===== src/rtl/sync_fifo_ext_if.sv =====
// sync_fifo_ext_if: push/pop, control and status bundle between a FIFO and its producer/consumer
interface sync_fifo_ext_if #(
  parameter int WIDTH = 16,
  parameter int AW = 3
);
  logic wr_en, rd_en, flush, clr_err;
  logic [WIDTH-1:0] data_in, data_out;
  logic valid, empty, full, almost_full, almost_empty, overflow, underflow;
  logic [AW:0] count;
  modport master (
    output wr_en, data_in, rd_en, flush, clr_err,
    input data_out, valid, empty, full, almost_full, almost_empty, count, overflow, underflow
  );
  modport slave (
    input wr_en, data_in, rd_en, flush, clr_err,
    output data_out, valid, empty, full, almost_full, almost_empty, count, overflow, underflow
  );
endinterface


===== src/rtl/sync_fifo_ext.sv =====
// sync_fifo_ext: single-clock FIFO with selectable read mode, fill thresholds, flush and sticky errors
module sync_fifo_ext #(
  parameter int WIDTH = 16,
  parameter int DEPTH = 8,
  parameter int AW = $clog2(DEPTH),
  parameter int AFULL_TH = DEPTH - 2,
  parameter int AEMPTY_TH = 2,
  parameter bit FWFT = 1'b0
) (
  input logic clk,
  input logic rst_n,
  sync_fifo_ext_if.slave f
);
  logic [WIDTH-1:0] mem_q [DEPTH];
  logic [AW:0] wr_ptr_q, wr_ptr_d, rd_ptr_q, rd_ptr_d, count;
  logic empty, full, rd_acc, wr_acc, do_rd, do_wr;
  logic ovf_q, ovf_d, unf_q, unf_d;
  logic [WIDTH-1:0] head;
  assign count = wr_ptr_q - rd_ptr_q;
  assign empty = count == '0;
  assign full = count == (AW+1)'(DEPTH);
  assign rd_acc = f.rd_en & ~empty;
  assign wr_acc = f.wr_en & (~full | rd_acc);
  assign do_rd = rd_acc & ~f.flush;
  assign do_wr = wr_acc & ~f.flush;
  assign head = mem_q[rd_ptr_q[AW-1:0]];
  assign f.count = count;
  assign f.empty = empty;
  assign f.full = full;
  assign f.almost_full = count >= (AW+1)'(AFULL_TH);
  assign f.almost_empty = count <= (AW+1)'(AEMPTY_TH);
  assign f.overflow = ovf_q;
  assign f.underflow = unf_q;
  // pointer advance with flush priority; error flags are sticky and a new set beats clr_err
  always_comb begin
    wr_ptr_d = f.flush ? '0 : wr_ptr_q + (AW+1)'(do_wr);
    rd_ptr_d = f.flush ? '0 : rd_ptr_q + (AW+1)'(do_rd);
    ovf_d = (ovf_q & ~f.clr_err) | (f.wr_en & ~wr_acc & ~f.flush);
    unf_d = (unf_q & ~f.clr_err) | (f.rd_en & empty & ~f.flush);
  end
  // pointer and error-flag registers
  always_ff @(posedge clk or negedge rst_n) begin
    if (!rst_n) begin
      wr_ptr_q <= '0;
      rd_ptr_q <= '0;
      ovf_q <= 1'b0;
      unf_q <= 1'b0;
    end else begin
      wr_ptr_q <= wr_ptr_d;
      rd_ptr_q <= rd_ptr_d;
      ovf_q <= ovf_d;
      unf_q <= unf_d;
    end
  end
  // storage is never reset; the empty gate keeps stale words invisible
  always_ff @(posedge clk) begin
    if (do_wr) mem_q[wr_ptr_q[AW-1:0]] <= f.data_in;
  end
  if (FWFT) begin : g_fwft
    assign f.data_out = empty ? '0 : head;
    assign f.valid = ~empty;
  end else begin : g_reg
    logic [WIDTH-1:0] dout_q, dout_d;
    logic valid_q, valid_d;
    // registered read: capture the head on an accepted pop, clear on flush, else hold
    always_comb begin
      dout_d = f.flush ? '0 : do_rd ? head : dout_q;
      valid_d = do_rd;
    end
    // read-data register
    always_ff @(posedge clk or negedge rst_n) begin
      if (!rst_n) begin
        dout_q <= '0;
        valid_q <= 1'b0;
      end else begin
        dout_q <= dout_d;
        valid_q <= valid_d;
      end
    end
    assign f.data_out = dout_q;
    assign f.valid = valid_q;
  end
endmodule

===== src/flat_wrapper.sv =====
// flat-port wrapper written by rule: the top's interface ports become plain ports
module sync_fifo_ext_flat 
#(
  parameter int WIDTH = 16,
  parameter int DEPTH = 8,
  parameter int AW = $clog2(DEPTH),
  parameter int AFULL_TH = DEPTH - 2,
  parameter int AEMPTY_TH = 2,
  parameter bit FWFT = 1'b0
)
  (clk, rst_n, f_wr_en, f_data_in, f_rd_en, f_flush, f_clr_err, f_data_out, f_valid, f_empty, f_full, f_almost_full, f_almost_empty, f_count, f_overflow, f_underflow);
  sync_fifo_ext_if #(.WIDTH(WIDTH), .AW(AW)) f_i ();
  input logic clk;
  input logic rst_n;
  input wire logic [$bits(f_i.wr_en)-1:0] f_wr_en;
  input wire logic [$bits(f_i.data_in)-1:0] f_data_in;
  input wire logic [$bits(f_i.rd_en)-1:0] f_rd_en;
  input wire logic [$bits(f_i.flush)-1:0] f_flush;
  input wire logic [$bits(f_i.clr_err)-1:0] f_clr_err;
  output wire logic [$bits(f_i.data_out)-1:0] f_data_out;
  output wire logic [$bits(f_i.valid)-1:0] f_valid;
  output wire logic [$bits(f_i.empty)-1:0] f_empty;
  output wire logic [$bits(f_i.full)-1:0] f_full;
  output wire logic [$bits(f_i.almost_full)-1:0] f_almost_full;
  output wire logic [$bits(f_i.almost_empty)-1:0] f_almost_empty;
  output wire logic [$bits(f_i.count)-1:0] f_count;
  output wire logic [$bits(f_i.overflow)-1:0] f_overflow;
  output wire logic [$bits(f_i.underflow)-1:0] f_underflow;
  assign f_i.wr_en = f_wr_en;
  assign f_i.data_in = f_data_in;
  assign f_i.rd_en = f_rd_en;
  assign f_i.flush = f_flush;
  assign f_i.clr_err = f_clr_err;
  assign f_data_out = f_i.data_out;
  assign f_valid = f_i.valid;
  assign f_empty = f_i.empty;
  assign f_full = f_i.full;
  assign f_almost_full = f_i.almost_full;
  assign f_almost_empty = f_i.almost_empty;
  assign f_count = f_i.count;
  assign f_overflow = f_i.overflow;
  assign f_underflow = f_i.underflow;
  sync_fifo_ext #(.WIDTH(WIDTH), .DEPTH(DEPTH), .AW(AW), .AFULL_TH(AFULL_TH), .AEMPTY_TH(AEMPTY_TH), .FWFT(FWFT)) u_core (.clk(clk), .rst_n(rst_n), .f(f_i));
endmodule

===== config.mk =====
export PLATFORM = sky130hd
export DESIGN_NAME = sync_fifo_ext_flat
export DESIGN_NICKNAME = d
export VERILOG_FILES = /design/src/rtl/sync_fifo_ext_if.sv /design/src/rtl/sync_fifo_ext.sv /design/src/flat_wrapper.sv
export SDC_FILE = /design/constraint.sdc
export NUM_CORES = 1
export LEC_CHECK = 0
export CAP_MARGIN = 20
export CORE_MARGIN = 2
export CORE_UTILIZATION = 40
export CTS_BUF_LIST = sky130_fd_sc_hd__clkbuf_2
export DETAILED_ROUTE_END_ITERATION = 7
export GPL_TIMING_DRIVEN = 0
export PLACE_DENSITY = 0.59
export SYNTH_ARGS = -nofsm -noshare
export SYNTH_HDL_FRONTEND = slang
export SYNTH_SLANG_ARGS = --single-unit

===== constraint.sdc =====
create_clock -name clk -period 7.9 [get_ports clk]
set_input_delay 1.975 -clock clk [delete_from_list [all_inputs] [get_ports clk]]
set_output_delay 1.975 -clock clk [all_outputs]
set_load 0.02 [all_outputs]

* Yosys cells after proc, flatten, opt, wreduce, memory -nomap -nowiden
Memory sizes are Yosys's and may differ from the RTL's.
Index checks and enable logic that the tools add are counted.
** Cells by class
- Add/sub/neg operators :: 3
- $lt $le $gt $ge :: 2
- Equality and inequality tests :: 1
- Muxes and demuxes :: 6
- Bitwise gates (word level) :: 18
- Reduce and logical (&&, ||, !) cells :: 2
** Operators with widths (number)
- $mux 16 :: 2
- $and 1x1->1 :: 10
- $add 4x1->4 :: 2
- $mux 4 :: 2
- $not 1->1 :: 5
- $eq 4x4->1 const B :: 1
- $ge 4x3->1 const B :: 1
- $le 4x2->1 const B :: 1
- $logic_not 4->1 :: 1
- $sub 4x4->4 :: 1
- $or 1x1->1 :: 3
- $mux 1 :: 2
- $reduce_bool 2->1 :: 1
** Word-level totals
- Flip-flop bits (word level) :: 27
- Memory bits (writable) :: 128
- Output and inout port bits :: 27
- Logic and storage cells :: 39
- Memories kept :: 1
** Memory list
- u_core.mem_q :: depth 8, bits a word 16, rd ports 1, clocked after memory_dff 0, wr ports 1, RTL line sync_fifo_ext.sv:14 : logic [WIDTH-1:0] mem_q [DEPTH];

* Depth between registers and ports, before layout
Gate-level depths: netlist of run 1.
- Depth after elaboration :: 10
- Mapped depth :: 13
- Mapped depth without buffers :: 11

* Worst setup path before layout of run 1
OpenSTA, ideal clock, no wires.
- Path kind :: input to register
- Start :: in f_rd_en
- End :: mem u_core.mem_q[5][0] (enable)
- Arrival time :: 4.061 ns
- Required time :: 7.464 ns
- Path slack :: 3.402 ns
- Cell stages on the path :: 4
- Buffers on the path :: 1
- Path through :: inv_1 -> o211a_1 -> buf_2 -> nor4b_1
** On the way
- Longest elaborated chain between the ends :: 6
** Ends and longest elaborated chain
- from (decl) :: RTL line flat_wrapper.sv:17 : input wire logic [$bits(f_i.rd_en)-1:0] f_rd_en;
- $and 1x1->1 :: RTL line sync_fifo_ext.sv:22 : assign rd_acc = f.rd_en & ~empty;
- $or 1x1->1 :: RTL line sync_fifo_ext.sv:23 : assign wr_acc = f.wr_en & (~full | rd_acc);
- $and 1x1->1 :: RTL line sync_fifo_ext.sv:23
- $and 1x1->1 :: RTL line sync_fifo_ext.sv:25 : assign do_wr = wr_acc & ~f.flush;
- $mux 1 :: RTL line sync_fifo_ext.sv:57 : if (do_wr) mem_q[wr_ptr_q[AW-1:0]] <= f.data_in;
- $mux 1 (not written as such) :: RTL line sync_fifo_ext.sv:57
- to (decl) :: RTL line sync_fifo_ext.sv:14
Every way passes these cells.

* Worst setup path after layout of run 1
- Start :: reg u_core.rd_ptr_q[1]
- End :: out f_almost_empty
** On the way
- Longest elaborated chain between the ends :: 2
** Ends and longest elaborated chain
- from (decl) :: RTL line sync_fifo_ext.sv:15 : logic [AW:0] wr_ptr_q, wr_ptr_d, rd_ptr_q, rd_ptr_d, count;
- from (signal assigned) :: RTL line sync_fifo_ext.sv:50 : rd_ptr_q <= rd_ptr_d;
- $sub 4x4->4 :: RTL line sync_fifo_ext.sv:19 : assign count = wr_ptr_q - rd_ptr_q;
- $le 4x2->1 :: RTL line sync_fifo_ext.sv:31 : assign f.almost_empty = count <= (AW+1)'(AEMPTY_TH);
- to (decl) :: RTL line flat_wrapper.sv:25 : output wire logic [$bits(f_i.almost_empty)-1:0] f_almost_empty;
Every way passes these cells.

==> results.cfg, run 1 <==
[power]
powerDensity_mw_per_mm2 = 230
peakVddDrop_mv = 0.0805
power_leakage_nw = 2.59

[worst_setup_path]
critical_path_required_ps = 5930
crit_path_end_kind = output pin
crit_top_cell = clkbuf_1
path_cells = clkbuf_1 -> clkbuf_1 -> inv_1 -> ha_1 -> nand3b_1 -> and3b_4 -> nor2_1 -> inv_2 -> a211oi_1 -> clkdlybuf4s50_1
cpMaxStageDelayCell = clkdlybuf4s50_1
r2r_slack_ps = 3860
cpLargestDelayFamily = buffers and inverters
rr_worst_depth = 11
cp-start-kind = flip-flop
path_buf_inv = 5
critical_path_class = reg -> out
rr_endpoint = u_core.mem_q[1][5]
cp.arrival_ps = 3980
r2r_start = u_core.rd_ptr_q[1]
critPathMaxFanout = 10
cp_slowest_stage_delay_ps = 640

[sta]
finalHoldViolCount = 0
skew_ps = 21.3
report.final.slew_viol_count = 0
timing.final.crit_share = 0.754
finalSetupViolations = 0
tns_ps = 0
fmax_ghz = 0.168
worst_pin_slew_ps = 947
fin_hold_ws_ps = 513
rsz0062_at_grt = no
setup_slack_ps = 1940
fin_crit_ps = 5960
slew_headroom = 0.366

[flow_run]
cap_violations = 0

[logic_synthesis]
ys_types = 39
synthTopCellsByArea = edfxtp_1 (62%), mux4_2 (12%), dfrtp_1 (11%)
synthFlopType = edfxtp_1
synth_edf_count = 128
syn_area_per_cell_um2 = 20.4
ys_warn_count = 0
synth_top_area_share = 0.621
synth_top_cell_by_area = edfxtp_1
synth-async-reset-ratio = 0.174
synth_area_mm2 = 0.00619
synth_nets = 333
netlist_instances = 303
ys_seq_elements = 155
yosysSeqAreaShare = 0.730

[global_route]
grt-ovfl-total = 0
grt_pass1_vias = 3154
grt_pass1_wl_um = 18700
antenna_found_initial = 1
gr-usage-all-layers = 0.161
grt_max_degree = 28

[floorplan]
die_area_mm2 = 0.0165
start_util = 0.409
io_pins = 49
core_area_mm2 = 0.0151
die_h_um = 128
row_count = 45
die_x_um = 128

[clock_tree]
cts_setup_buffers = 0
cts_tree = yes
cts_root_buf = clkbuf_2
cts.clk_slew.worst_paths_ps = 190
htree_levels = 4
cts_buffer_depth = 2
insertion_delay_ps = 700
post_cts_resized = 0
cts_buffers = 17
cts_hold_buf = 0
cts_sinks = 155

[cells_and_area]
fin_nets = 411
syn_to_final_growth_pct = 17.0
drive_gt1_frac = 0.272

[drt]
post_drt_wl_per_cell_um = 20.5
totalWireLength_um = 11900
drc_errors = 0
vias_per_cell = 5.18
first_pass_iters = 4
ant_nets = 0
initialDrtViolationCount = 288
vias = 3022

[hold_path]
min_path_type = reg -> reg
min_from = u_core.f.underflow
min_delay_path_depth = 2
holdPathEnd = u_core.f.underflow

[placed_design]
io_buffers = 48
gp_congestion = 0.731
dp_slack_ps = 2600
dp_hpwl_um = 8150

[outcome]
status = finished clean
-- synthesized netlist by cell type (all sizes together) (2+ instances only) --
library cell	count
nor2b	5
inv	12
dfrtp	27
nor4	2
buf	7
o2bb2ai	16
nor3b	2
xnor2	2
mux4	32
nor2	10
xor2	4
nor3	2
nand2	4
ha	7
mux2i	16
o41ai	2
clkbuf	7
nand3	4
edfxtp	128
-- sequential cells by signal, indices dropped and copies added, names as in the netlist --
register / flops
u_core.f.data_out: 16
u_core.wr_ptr_q: 4
u_core.f.overflow: 1
u_core.rd_ptr_q: 4
u_core.mem_q: 128
u_core.f.underflow: 1
u_core.f.valid: 1
-- kinds of logic (layout without fill, tap and decap cells) --
logic type,Yosys count,after routing,share of synthesized area
XOR/XNOR,6,6,0.00970
AND/OR/NAND/NOR,35,35,0.0313
multiplexers,48,48,0.142
adder cells (fa/ha/maj),8,8,0.0174
other,0,1,0
flip-flops,155,155,0.730
buffers and inverters,26,117,0.0192
AO/OA/AOI/OAI,25,25,0.0505
-- where the power goes --
part	internal, mW	switching [mW]
Clock	0.123	0.246
Combinational	0.170	0.188
Sequential	0.920	0.0210
Total	1.21	0.455
-- how the worst max path moves through the flow --
stage / to / cells past startpoint / startpoint / slack [ps]
5_1_grt: f_almost_empty / 10 / u_core.rd_ptr_q[1] / 1540
3_5_place_dp: f_almost_empty / 10 / u_core.rd_ptr_q[1] / 2600
6_report: f_almost_empty / 10 / u_core.rd_ptr_q[1] / 1940
4_1_cts: f_almost_empty / 10 / u_core.rd_ptr_q[1] / 1760
2_1_floorplan: u_core.mem_q[5][0] / 4 / f_rd_en / 3400
3_3_place_gp: u_core.mem_q[5][2] / 4 / f_flush / 1120
-- per-layer routing --
metal	GRT usage	up-vias	share of wire
met5	0	-	0
met4	0.0685	0	0.017
met3	0.0403	14	0.044
met2	0.258	71	0.50
met1	0.210	1560	0.44
li1	-	1377	-
-- final cells by class --
cell class / count / area [um2]
Antenna cell: 1 / 2.50
Buffer: 14 / 73.8
Clock buffer: 27 / 135
Clock inverter: 5 / 46.3
Fill cell: 1258 / 7900
Inverter: 12 / 45.0
Multi-Input combinational cell: 122 / 1590
Sequential cell: 155 / 4520
Tap cell: 188 / 235
Timing Repair Buffer: 59 / 596
-- per-stage QoR --
step                      std cells  power (mW)  area (um2)  utilization
after global routing            583        1.75        7250        0.478
after floorplan                 303        1.17        6190            -
final                           583        1.67        7250        0.478
after global placement          539        1.31        6910        0.456
after detailed placement        550        1.32        7060        0.466
after CTS                       582        1.69        7240        0.478
-- worst register-to-register path: cells and delay by family (launching register included) --
kind | cells | cell delay (ps)
flops | 1 | 450
compound gates | 1 | 200
simple gates | 3 | 1070
fa+ha+maj | 1 | 310
buf+inv | 6 | 1730
-- cells in the final DEF, fill, tap and decap left out, types with 4 or more instances in the layout --
master / Yosys / layout
edfxtp_1: 128 / 128
buf_4: 0 / 5
buf_6: 2 / 4
buf_8: 0 / 4
clkbuf_2: 0 / 27
inv_1: 9 / 9
ha_1: 7 / 7
dfrtp_1: 27 / 27
o2bb2ai_2: 10 / 10
clkdlybuf4s50_1: 0 / 47
o2bb2ai_1: 6 / 6
nor2_1: 10 / 8
nand2_1: 4 / 4
nor2b_1: 5 / 5
mux2i_1: 16 / 16
clkbuf_1: 7 / 7
mux4_2: 32 / 32
buf_2: 5 / 6
Note: power is estimated with default switching activity, not from simulation.
==> run 2: changes to the inputs <==
- clock period: 7.9 -> 5.9 ns (I/O delays scaled with it)
==> results of run 2 <==
The final DEF is identical to that of run 1. Status: finished clean.
Main changes from that run: setup slack after placement 2600 ps -> 1100 ps; setup slack after layout 1940 ps -> 443 ps; register-to-register setup slack 3860 ps -> 1860 ps; total power 1.67 mW -> 2.23 mW; worst IR drop on VDD 0.0805 mV -> 0.108 mV
==> run 3: changes to the inputs <==
==> constraint.sdc (replaced) <==
create_clock -name clk -period 5.9 [get_ports clk]
set_input_delay 1.18 -clock clk [delete_from_list [all_inputs] [get_ports clk]]
set_output_delay 1.18 -clock clk [all_outputs]
set_load 0.02 [all_outputs]
==> results of run 3 <==
The final DEF is identical to that of run 1. Status: finished clean.
Main changes from that run: setup slack after placement 2600 ps -> 1390 ps; setup slack after layout 1940 ps -> 738 ps; hold slack 513 ps -> 492 ps; register-to-register setup slack 3860 ps -> 1860 ps; total power 1.67 mW -> 2.23 mW; worst IR drop on VDD 0.0805 mV -> 0.108 mV
==> variant 1 (settings of run 2) <==
`DEPTH` is set to 8 in 2 places; all go to 16.
--- a/src/rtl/sync_fifo_ext.sv
+++ b/src/rtl/sync_fifo_ext.sv
@@ -1,7 +1,7 @@
 // sync_fifo_ext: single-clock FIFO with selectable read mode, fill thresholds, flush and sticky errors
 module sync_fifo_ext #(
   parameter int WIDTH = 16,
-  parameter int DEPTH = 8,
+  parameter int DEPTH = 16,
   parameter int AW = $clog2(DEPTH),
   parameter int AFULL_TH = DEPTH - 2,
   parameter int AEMPTY_TH = 2,
--- a/src/flat_wrapper.sv
+++ b/src/flat_wrapper.sv
@@ -2,7 +2,7 @@
 module sync_fifo_ext_flat 
 #(
   parameter int WIDTH = 16,
-  parameter int DEPTH = 8,
+  parameter int DEPTH = 16,
   parameter int AW = $clog2(DEPTH),
   parameter int AFULL_TH = DEPTH - 2,
   parameter int AEMPTY_TH = 2,
Interface: changed (resized f_count); port bits go from 49 to 50. The function was not compared with the original's and may differ.
==> variant 1 against run 2 <==
  * Area after synthesis grew 80%
  * Sequential cell count grew 130
  * Clock power grew to 2.9 times the old value
  * Sequential power grew 82%
  * Register-to-register slack lost 0.25 ns
  * Cell area grew 82%
  * Routed wire length grew 110%
  * Maximum frequency grew 0.33%
  * Power grew 99%
  * Worst setup slack gained 0.018 ns
  * Highest routed layer unchanged
==> variant 1: results (changes against run 2) <==
| Metric | Value |
|---|---|
| Clock Path Buffers | `3 (+1)` |
| CTS Buf Count | `70 (+53)` |
| Dpl cell area | `12500 um^2 (+76%)` |
| Largest net degree at the start of global routing | `20 (-29%)` |
| Fillers | `2391 (+90%)` |
| Vias in the first global route | `6500 (+110%)` |
| Switch share | `26.8% (-0.53 points)` |
| M2 GR Usage | `29.0% (+3.2 points)` |
| Max reg flops | `256 (+100%)` |
| Pwr Density | `337 nW/um^2 (+9.4%)` |
| Arrival @ worst endpoint | `3.96 ns (-0.02 ns)` |
| # port buffers | `49 (+2.1%)` |
| Ys async rst share | `10.2% (-7.2 points)` |
| Reg2Reg Depth | `15 (+4)` |
| DP Wirelength | `16800 um (+110%)` |
| Clock transition at path regs | `0.11 ns (-0.08 ns)` |
| Synth unique cells | `35 (-10%)` |
| Total track usage | `17.9% (+1.8 points)` |
| CTS resizes | `1 (+1)` |
| Crit Path Max Fanout | `19 (+9)` |
| Finished Layout Cells | `1154 (+98%)` |
| Nets@finish | `752 (+83%)` |
| Max stage delay on crit path | `0.69 ns (+0.05 ns)` |
| P_leak | `0.00444 uW (+72%)` |
| Clock Latency Late Sink | `0.82 ns (+0.12 ns)` |
| Layout cell share with drive strength beyond 1 | `31.1% (+3.9 points)` |
| Worst Setup EP | `f_almost_empty` |
| Placer congestion estimate | `0.786 (+7.5%)` |
| Placed Cells | `1028 (+87%)` |
| Hold Path Sink | `u_core.f.data_out[5]` |
| Most common cell in the netlist | `edfxtp_1` |
| Post-synth EDFFs | `256 (+100%)` |
| Reg2reg end | `u_core.wr_ptr_q[4]` |
| Clk_skew | `0.0455 ns (+0.0241 ns)` |
| H-tree depth | `3 (-1)` |
| Post-synthesis net count | `609 (+83%)` |
| WHS Path Cells | `1 (-1)` |
| R2R Setup Slk | `1.61 ns (-0.25 ns)` |
| Logic pwr share | `16.5% (-4.9 points)` |
| Max VDD drop | `0.000183 V (+70%)` |
| Crit path max-delay family | `buffers and inverters` |
| First-pass GRT wire length | `38000 um (+100%)` |
| Top cells by count, synth | `256 x edfxtp_1, 69 x nand2_1, 64 x mux4_2` |
| RR Startpoint | `u_core.rd_ptr_q[2]` |
| Initial antenna violation count | `1 (unchanged)` |
| Crit path from | `u_core.rd_ptr_q[2]` |
| Drt first-iter violations | `473 (+64%)` |
| Mux cell area share after synthesis | `12.9% (-1.3 points)` |
| GR Layer Usage met3 | `3.98% (-0.055 points)` |
| Synthesized instance count | `578 (+91%)` |
| Status | `finished clean` |
| Sequential area share after synthesis | `75.3% (+2.4 points)` |
| Seq group | `2290 uW (+82%)` |
| Synth Area in XOR/XNOR | `0.851% (-0.12 points)` |
| DRT Wirelength | `24800 um (+110%)` |
| Critical hold path startpoint | `u_core.f.data_out[5]` |
| Synth Area in Compound Gates | `2.44% (-2.6 points)` |
## variant 1: cell count changes after synthesis, sizes merged, moves of 11 or more
cell / before / now
mux2i: 16 / 0
edfxtp: 128 / 256
nand2: 4 / 69
mux4: 32 / 64
nand3: 4 / 36
a32o: 0 / 18
o2bb2ai: 16 / 0
buf: 7 / 18
## variant 1: area by class of cell
cell class | instances | share of cell area, %
inverter | 11 | 0.351
tap | 378 | 3.58
timing repair buffer | 75 | 5.72
sequential | 285 | 63.8
antenna | 1 | 0.0190
clock inverter | 19 | 1.37
multi-input combinational | 249 | 20.0
clock buffer | 107 | 4.06
buffer | 29 | 1.09
## variant 1: per-layer routing
metal / share of wire, % / up-vias
met5: 0 / -
met4: 2.1 / 0
met3: 5.3 / 45
met2: 49 / 186
met1: 44 / 3170
li1: - / 2659
## variant 1: per-stage QoR
step | util, % | worst slack [ns]
floorplan | - | 1.18
detailed placement | 45.1 | 0.754
global route | 47.8 | 0.0880
finish | 47.8 | 0.461
global placement | 43.9 | -0.747
CTS | 47.7 | 0.00745
==> variant 2 (config.mk and constraints of run 2) <==
Made on the original files. Make the reset (`rst_n`) synchronous in 2 clocked blocks.
--- a/src/rtl/sync_fifo_ext.sv
+++ b/src/rtl/sync_fifo_ext.sv
@@ -39,7 +39,7 @@
     unf_d = (unf_q & ~f.clr_err) | (f.rd_en & empty & ~f.flush);
   end
   // pointer and error-flag registers
-  always_ff @(posedge clk or negedge rst_n) begin
+  always_ff @(posedge clk) begin
     if (!rst_n) begin
       wr_ptr_q <= '0;
       rd_ptr_q <= '0;
@@ -68,7 +68,7 @@
       valid_d = do_rd;
     end
     // read-data register
-    always_ff @(posedge clk or negedge rst_n) begin
+    always_ff @(posedge clk) begin
       if (!rst_n) begin
         dout_q <= '0;
         valid_q <= 1'b0;
Behaviour: differs if rst_n is asserted again (counterexample within 4 cycles, from zero or initial values and one cycle with rst_n low); with rst_n held inactive, the same outputs for 10 cycles.
==> variant 2 against run 2 <==
  * Worst hold slack lost 0.042 ns
  * Critical path type unchanged
  * Sequential cell count did not move
  * Final cell count up 16%
  * Sequential share of layout area fell by 2.5 points
  * Die area grew 0.39%
  * Area after synthesis rose by 0.40%
  * Largest cell class unchanged
  * Global-route usage up 1.1 points
  * Register-to-register slack better by 0.15 ns
  * Worst setup slack improved by 0.24 ns
  * Cell area grew 1.1%
  * Routed wire length rose by 12%
Power is not compared: it rests on default switching activity, and its combinational part moved more than twofold at a synthesized area within 25%.
==> variant 2: results (changes against run 2) <==
| Metric | Value |
|---|---|
| Crit path from | `u_core.rd_ptr_q[1]` |
| Critical hold path startpoint | `u_core.f.data_out[4]` |
| Via density per instance | `5.22 (+0.68%)` |
| # diodes | `0 (-1)` |
| Clock root buffer | `clkbuf_2` |
| Clock transition at path regs | `0.21 ns (+0.02 ns)` |
| Total iterations of the first detailed-routing run | `4 (unchanged)` |
| Hold Path Sink | `u_core.f.data_out[4]` |
| First-pass GRT wire length | `20500 um (+10%)` |
| Worst hold-check slack | `0.472 ns (-0.0415 ns)` |
| Hold buffer count at CTS | `0 (unchanged)` |
| Total track usage | `17.2% (+1.1 points)` |
| Synth unique cells | `38 (-2.6%)` |
| Top cells by count, synth | `128 x edfxtp_1, 80 x mux2i_1, 32 x a22oi_1` |
| Layout cell share with drive strength beyond 1 | `11.3% (-16 points)` |
| Clk_skew | `0.0287 ns (+0.00737 ns)` |
| Synthesized instance count | `399 (+32%)` |
| Nets@finish | `505 (+23%)` |
| Dpl cell area | `7040 um^2 (-0.34%)` |
| DRT Wirelength | `13300 um (+12%)` |
| Clock Latency Late Sink | `0.70 ns (about the same)` |
| Fillers | `1331 (+5.8%)` |
| Post-synthesis net count | `429 (+29%)` |
| H-tree depth | `4 (unchanged)` |
| Placer congestion estimate | `0.774 (+5.8%)` |
| R2R Setup Slk | `2.01 ns (+0.15 ns)` |
| Initial antenna violation count | `0 (-1)` |
| Least-Margin Pin Slew | `1.07 ns (+0.125 ns)` |
| Drt first-iter violations | `262 (-9.0%)` |
| Synth area leaders | `edfxtp_1 62%, mux2i_1 13%, dfxtp_1 8.7%, a22oi_1 3.9%, nand3_1 1.5%` |
| DP Wirelength | `8450 um (+3.7%)` |
| Max frequency | `0.192 GHz (+4.6%)` |
| Vias | `3528 (+17%)` |
| Ys async rst share | `0% (-17 points)` |
| Post-place setup slack | `1.42 ns (+0.327 ns)` |
| Reg2reg end | `u_core.mem_q[6][3]` |
| HP Class | `flip-flop to flip-flop` |
| Arrival @ worst endpoint | `3.74 ns (-0.24 ns)` |
| Largest net degree at the start of global routing | `17 (-39%)` |
| WHS Path Cells | `2 (unchanged)` |
| Status | `finished clean` |
| Vias in the first global route | `3636 (+15%)` |
| Placed Cells | `643 (+17%)` |
| Clock Path Buffers | `2 (unchanged)` |
| Sequential area share after synthesis | `70.5% (-2.5 points)` |
variant 2: area by class of cell:
cell class | instances | area [um^2] | share of cell area (%)
Tap cell | 188 | 235 | 3.21
Sequential cell | 155 | 4380 | 59.8
Timing Repair Buffer | 57 | 578 | 7.89
Multi-Input combinational cell | 214 | 1710 | 23.3
Clock buffer | 20 | 100 | 1.37
Clock inverter | 12 | 171 | 2.34
Buffer | 20 | 110 | 1.50
Inverter | 10 | 37.5 | 0.512
variant 2: logic make-up after synthesis:
group,count (synthesis),share of synthesized area (%)
compound gates,43,5.15
fa+ha+maj,8,1.73
simple gates,76,6.26
flops,155,70.5
buf+inv,30,2.37
mux,80,12.9
xor+xnor,7,1.11
variant 2: per-layer routing:
layer | vias to the layer above | part of all wire (%) | routed length, um | track usage, %
li1 | 1680 | - | - | -
met1 | 1727 | 44 | 5840 | 21.7
met2 | 100 | 49 | 6470 | 28.4
met3 | 21 | 5.9 | 785 | 4.57
met4 | 0 | 1.5 | 206 | 6.39
met5 | - | 0 | 0 | 0
variant 2: stage by stage:
| step | power (uW) | setup TNS (ns) |
|---|---|---|
| 2_1_floorplan | 1250 | 0 |
| 3_3_place_gp | 1290 | -8.03 |
| 3_5_place_dp | 1290 | 0 |
| 4_1_cts | 1920 | 0 |
| 5_1_grt | 1970 | 0 |
| 6_report | 1910 | 0 |
variant 2: power groups by stage:
stage               clock network, uW  logic [uW]  registers [uW]
floorplan                           0        28.6            1220
global placement                    0        70.5            1220
detailed placement                  0        72.4            1220
CTS                               655        72.5            1190
global route                      693        78.7            1190
finish                            641        71.6            1190
variant 2: critical path, delay by kind of cell (launching register included):
kind	cells	cell delay, ns
flip-flops	1	0.43
buffers and inverters	6	1.62
AND/OR/NAND/NOR	1	0.26
adder cells (fa/ha/maj)	1	0.22
AO/OA/AOI/OAI	3	0.51
